==> config.mk <==
export PLATFORM = sky130hd
export DESIGN_NAME = bcd_timer_ctrl
export DESIGN_NICKNAME = d
export VERILOG_FILES = /design/src/rtl/bcd_timer_ctrl.sv
export SDC_FILE = /design/constraint.sdc
export NUM_CORES = 1
export LEC_CHECK = 0
export CORE_ASPECT_RATIO = 0.6
export CORE_UTILIZATION = 49
export DETAILED_ROUTE_END_ITERATION = 12
export PLACE_DENSITY = 0.79
export SETUP_SLACK_MARGIN = 0.5
export SLEW_MARGIN = 5
export SYNTH_ARGS = -nofsm -noshare
export SYNTH_HDL_FRONTEND = slang
export SYNTH_SLANG_ARGS = --single-unit
==> constraint.sdc <==
create_clock -name clk -period 2.5 [get_ports clk]
set_input_delay 0.375 -clock clk [delete_from_list [all_inputs] [get_ports clk]]
set_output_delay 0.375 -clock clk [all_outputs]
set_load 0.01 [all_outputs]
==> src/rtl/bcd_timer_ctrl.sv <==
// bcd_timer_ctrl: preset BCD down-count timer with pause, clear and auto-restart
module bcd_timer_ctrl #(
   parameter int DIGITS = 2
) (
   input  logic                clk,
   input  logic                rst,
   input  logic                start,
   input  logic                pause,
   input  logic                clear,
   input  logic                load,
   input  logic [4*DIGITS-1:0] load_val,
   input  logic                tick,
   output logic [4*DIGITS-1:0] bcd_out,
   output logic [1:0]          state,
   output logic                busy,
   output logic                done
);
   localparam int W = 4 * DIGITS;
   typedef enum logic [1:0] {S_IDLE = 2'd0, S_RUN = 2'd1, S_PAUSE = 2'd2, S_DONE = 2'd3} state_t;
   state_t         state_q;
   logic [W-1:0]   cnt_q, preset_q;
   logic           done_q;
   logic [W-1:0]   load_clamp, cnt_dec;
   logic           borrow;
   // Per-digit clamp of the preset and ripple-borrow BCD decrement of the count
   always_comb begin
      load_clamp = '0;
      cnt_dec    = '0;
      borrow     = 1'b1;
      for (int i = 0; i < DIGITS; i++) begin
         load_clamp[4*i +: 4] = (load_val[4*i +: 4] > 4'd9) ? 4'd9 : load_val[4*i +: 4];
         cnt_dec[4*i +: 4]    = borrow ? ((cnt_q[4*i +: 4] == 4'd0) ? 4'd9 : cnt_q[4*i +: 4] - 4'd1)
                                       : cnt_q[4*i +: 4];
         borrow               = borrow && (cnt_q[4*i +: 4] == 4'd0);
      end
   end
   // Control FSM: priority rst > clear > load > start > pause > tick
   always_ff @(posedge clk) begin
      if (rst) begin
         state_q  <= S_IDLE;
         cnt_q    <= '0;
         preset_q <= '0;
         done_q   <= 1'b0;
      end else begin
         done_q <= 1'b0;
         if (clear) begin
            state_q <= S_IDLE;
            cnt_q   <= '0;
         end else if (load && state_q != S_RUN) begin
            preset_q <= load_clamp;
            cnt_q    <= load_clamp;
         end else begin
            case (state_q)
               S_IDLE:  if (start && cnt_q != '0) state_q <= S_RUN;
               S_RUN: begin
                  if (pause) state_q <= S_PAUSE;
                  else if (tick) begin
                     cnt_q <= cnt_dec;
                     if (cnt_q == W'(1)) begin
                        state_q <= S_DONE;
                        done_q  <= 1'b1;
                     end
                  end
               end
               S_PAUSE: if (start) state_q <= S_RUN;
               default: if (start && preset_q != '0) begin
                  cnt_q   <= preset_q;
                  state_q <= S_RUN;
               end
            endcase
         end
      end
   end
   assign bcd_out = cnt_q;
   assign state   = state_q;
   assign busy    = (state_q == S_RUN) || (state_q == S_PAUSE);
   assign done    = done_q;
endmodule

Word-level counts from Yosys, hierarchy flattened

Cells that the tools add are included.
W data, S select, Z words.

Output and inout bits: 12
Logic and storage cells: 61
Register bits: 19
Input port bits: 15

Add/sub/neg operators: 2
Bitwise operators: 4
Order comparisons: 2
Equal/unequal tests: 12
Reductions and logical operators: 18
Muxes and demuxes: 18

Operators by type and width:

| kind                  | number |
|---|---|
| $mux W8               | 4 |
| $mux W4               | 5 |
| $pmux W8 S2           | 1 |
| $reduce_bool A8 Y1    | 2 |
| $ne A3 B3 Y1 const B  | 5 |
| $mux W2               | 6 |
| $eq A8 B1 Y1 const B  | 1 |
| $gt A4 B4 Y1 const B  | 2 |
| $logic_not A4 Y1      | 2 |
| $sub A4 B1 Y4 const B | 2 |
| $pmux W2 S3           | 1 |
| $reduce_and A6 Y1     | 1 |
| $reduce_or A6 Y1      | 1 |
| $reduce_and A5 Y1     | 1 |
| $ne A2 B1 Y1 const B  | 2 |
| $ne A2 B2 Y1 const B  | 2 |
| $not A1 Y1            | 4 |
| $reduce_and A4 Y1     | 1 |
| $reduce_bool A4 Y1    | 1 |
| $reduce_or A2 Y1      | 2 |
| $logic_and A1 B1 Y1   | 3 |
| $reduce_bool A3 Y1    | 1 |
| $eq A2 B1 Y1 const B  | 1 |
| $eq A2 B2 Y1 const B  | 1 |
| 4 further kinds       | 4 |

Longest topological paths before layout

Depth in word-level cells: 7
Gate-level depth with buffers: 8
Mapped depth without buffers: 7

Worst setup path after synthesis

OpenSTA, ideal clock, no wires.

Path type: flip-flop to flip-flop
From: register state_q[1] (netlist: state[1])
To: register cnt_q[6] (netlist: bcd_out[6])
Stages on the path, launching flop included: 9
Required time: 2430 ps
Setup time: 70 ps
Setup slack: 602 ps
Period minus slack after synthesis: 1898 ps
Arrival: 1828 ps
Buffers on the path: 1
Cells stage by stage: dfxtp_1 > inv_1 > ha_1 > nor3_1 > o211ai_2 > a22o_1 > buf_6 > a311o_1 > a21oi_1

Longest elaborated chain between the ends: 4
Elaborated cells between the ends (all ways): 14
Classes of those cells: eq/ne (7); mux (2); reduce/logical (5)

RTL lines:

| what                                                                     | RTL line | text |
|---|---|---|
| from (decl)                                                              | 20       | `state_t state_q;` |
| from (signal assigned)                                                   | 40       | `state_q <= S_IDLE;` |
| from (signal assigned)                                                   | 47       | `state_q <= S_IDLE;` |
| from (signal assigned)                                                   | 54       | `S_IDLE: if (start && cnt_q != '0) state_q <= S_RUN;` |
| $eq A2 B2 Y1 (tied with other cells)                                     | 53       | `case (state_q)` |
| $reduce_or A2 Y1 (no line) / $logic_and A1 B1 Y1 (equally long branches) | --       |  |
| $ne A2 B1 Y1 (no line) (tied with other cells)                           | --       |  |
| $reduce_and A5 Y1 (no line) / $mux W8 (equally long branches)            | --       |  |
| to (signal assigned)                                                     | 51       | `cnt_q <= load_clamp;` |
| to (signal assigned)                                                     | 58       | `cnt_q <= cnt_dec;` |
| to (signal assigned)                                                     | 67       | `cnt_q <= preset_q;` |
| to (decl)                                                                | 21       | `logic [W-1:0] cnt_q, preset_q;` |

Several ways; a longest one is shown, not always the timed one.
A chain may end at the register's enable or synchronous reset.

Worst setup path after layout

Same ends and word-level chain as after synthesis.

==> flow_summary.toml <==
[sta]
slew_headroom_pct = 75.7
period_needed_ns = 1.88
finalHoldViolCount = 0
fin_tns_setup_ns = 0
maxSlewViolCount = 0
setup_viol = 0
timing.hold.ws_ns = 0.487
fin_skew_ns = 0.00124
rsz0062_at_grt = "true"
period_share_pct = 75.2
worst_pin_slew_ns = 0.361
fmax_mhz = 532

[finish]
antenna_cells = 0
drive_above_1_share_pct = 12.2
nets = 191
area_growth_pct = 34.4
fillers = 199

[logic_synthesis]
synth_fa_ha_area_share_pct = 3.28
seq_area_frac_synth_pct = 33.2
async_flop_share_pct = 0
synthCells = 143
ys_ff_latch = 19
synth_compound_area_share_pct = 24.1
yosys.area_share.simple_pct = 25.5
synth_xor_area_share_pct = 0
ys_types = 35
synthTopCellsByCount = "dfxtp_1 (19), nor2_1 (19), nand2_1 (12), nor2b_1 (12)"
synthesis.nets = 161
synth_edf_count = 0
netlist.area_leader.share_pct = 33.2
ys_warn_count = 0
syn_area_sq_um = 1150
syn_avg_cell_area_sq_um = 8.01
yosysTopAreaCell = "dfxtp_1"
synthTopCellsByArea = "dfxtp_1 (33%), mux2i_1 (8.7%), nor2b_1 (6.6%)"
synth_top_family_by_area = "simple AND/OR/NAND/NOR gates"
synth_mux_area_share_pct = 8.73
ys.flop_type = "dfxtp_1"

[worst_setup_path]
worstPathRequired_ns = 2.69
cp_max_fo = 14
path_class = "reg2reg"
crit_arrival_ns = 2.07
regToRegSetupSlack_ns = 0.62
worst_setup_path_start_kind = "register"
end_kind = "register"

[power]
powerDensity_nw_per_um2 = 450
p_leak_nw = 0.588
vdd_drop_max_v = 0.000311

[floorplan]
die_x_um = 64.4
start_util_pct = 52.6
die_y_um = 39.5
pin_count = 27
dieArea_sq_um = 2540
rows = 13
core_area_sq_um = 2180

[placed_design]
place_hpwl_mm = 2.21
io_buffers = 26
gp_congestion = 0.882

[detailed_routing]
post_drt_via_cell_ratio = 5.64
wire_per_inst_um = 14.2
ant_nets = 0
drc = 0
vias = 1140
firstDrtPassIters = 4
drt-total-wl_mm = 2.86
drt_iter0_drc = 114

[global_routing]
grt_use_met1_pct = 31.8
use_met3_pct = 6.69
track_usage_pct = 24.7
grt_pass1_vias = 1000
grt-busiest-layer = "met2"
met2_usage_pct = 40.8
grt_antenna_before_repair = 0
grt_first_pass_wirelength_mm = 4.55
grt_remaining_overflow = 0
grt_max_degree = 16

[clocking]
clkTransAtPathRegs_ns = 0.07
cts_made_buffers = 3
cts-root-buf = "clkbuf_8"
insertion_delay_ns = 0.26
cts_max_level = 1
clock_path_buffers = 2
cts_tree = "yes"
clock_sinks = 19

[outcome]
status = "complete, no violations"

[worst_hold_path]
hold_class = "reg2reg"

[job]
maxCapViolations = 0
-- timing repair --
action | CTS | global route
setup buffers | 0 | 1
hold buffers | 0 | 0
setup endpoints to repair | 3 | 6
pin swaps | 0 | 1
hold endpoints to repair | 0 | 0
resized for setup | 2 | 10
-- kinds of logic (layout without fill, tap and decap cells) --
kind of cell	count (synthesis)	count (layout)
simple gates	58	58
compound gates	40	40
flops	19	19
buf+inv	13	42
mux	10	10
fa+ha+maj	3	3
-- placed cells by master (no fill, tap or decap), drive strengths merged --
cell type      netlist  layout
o211ai               1       1
a31o                 1       1
nand2b               1       1
dfxtp               19      19
nand3                3       3
ha                   3       3
o32ai                1       1
nor2b               12      12
a21oi                8       8
nor2                19      19
o21ai               11      11
a311o                2       2
dlymetal6s2s         0       1
o22ai                1       1
nor4b                1       1
o21a                 1       1
a31oi                2       2
buf                  4       6
a311oi               3       3
o31a                 1       1
or4                  4       4
a211oi               7       7
clkdlybuf4s50        0      25
nand2               12      12
and3                 1       1
nor4                 1       1
nand4b               1       1
or2                  1       1
clkbuf               3       4
mux2i               10      10
a22o                 1       1
inv                  6       6
nor3                 2       2
-- worst max-delay path: stages (launching register included) --
cell and delay, ns:
dfxtp_1 0.34, inv_1 0.12, ha_4 0.17, buf_8 0.14, nor2b_4 0.16, a31oi_1 0.13, a22o_2 0.35, a311o_1 0.28
a21oi_1 0.12
-- area by class of cell --
| cell class | instances | area (sq um) | area share, % |
|---|---|---|---|
| clock buffers | 4 | 45.0 | 2.92 |
| inverters | 6 | 22.5 | 1.46 |
| multi-input cells | 111 | 738 | 47.9 |
| flip-flops and latches | 19 | 382 | 24.8 |
| well taps | 30 | 37.5 | 2.44 |
| repair buffers | 32 | 315 | 20.5 |
-- worst paths after layout --
path,start,end,depth (start not counted)
max reg2reg,state[1],bcd_out[6],8
max,state[1],bcd_out[6],8
min,preset_q[1],preset_q[1],2
min reg2reg,preset_q[1],preset_q[1],2
-- per-layer routing --
metal  wire (um)  vias up
li1            -      577
met1        1430      535
met2        1280       23
met3         120        5
met4          22        0
met5           0        -
-- where the power goes --
group | switching [W] | internal, W | leakage, nW
clock network | 0.000103 | 0.000113 | 0.0228
registers | 0.0000137 | 0.000314 | 0.155
logic | 0.0000710 | 0.0000779 | 0.410
total | 0.000188 | 0.000505 | 0.588
-- registers in the layout, indices dropped and copies added, names as in the netlist --
signal and cells:
bcd_out 8, preset_q 8, state 2, done 1
-- per-stage QoR --
stage	power, W	utilization, %	area (sq um)	worst slack (ns)	cells
6_report	0.000693	70.7	1540	0.620	202
5_1_grt	0.000722	70.7	1540	0.492	202
4_1_cts	0.000692	68.5	1490	0.523	201
3_5_place_dp	0.000476	66.3	1450	0.468	197
3_3_place_gp	0.000472	66.3	1450	0.512	197
2_1_floorplan	0.000418	-	1150	0.602	143
(Power assumes the default switching activity.)
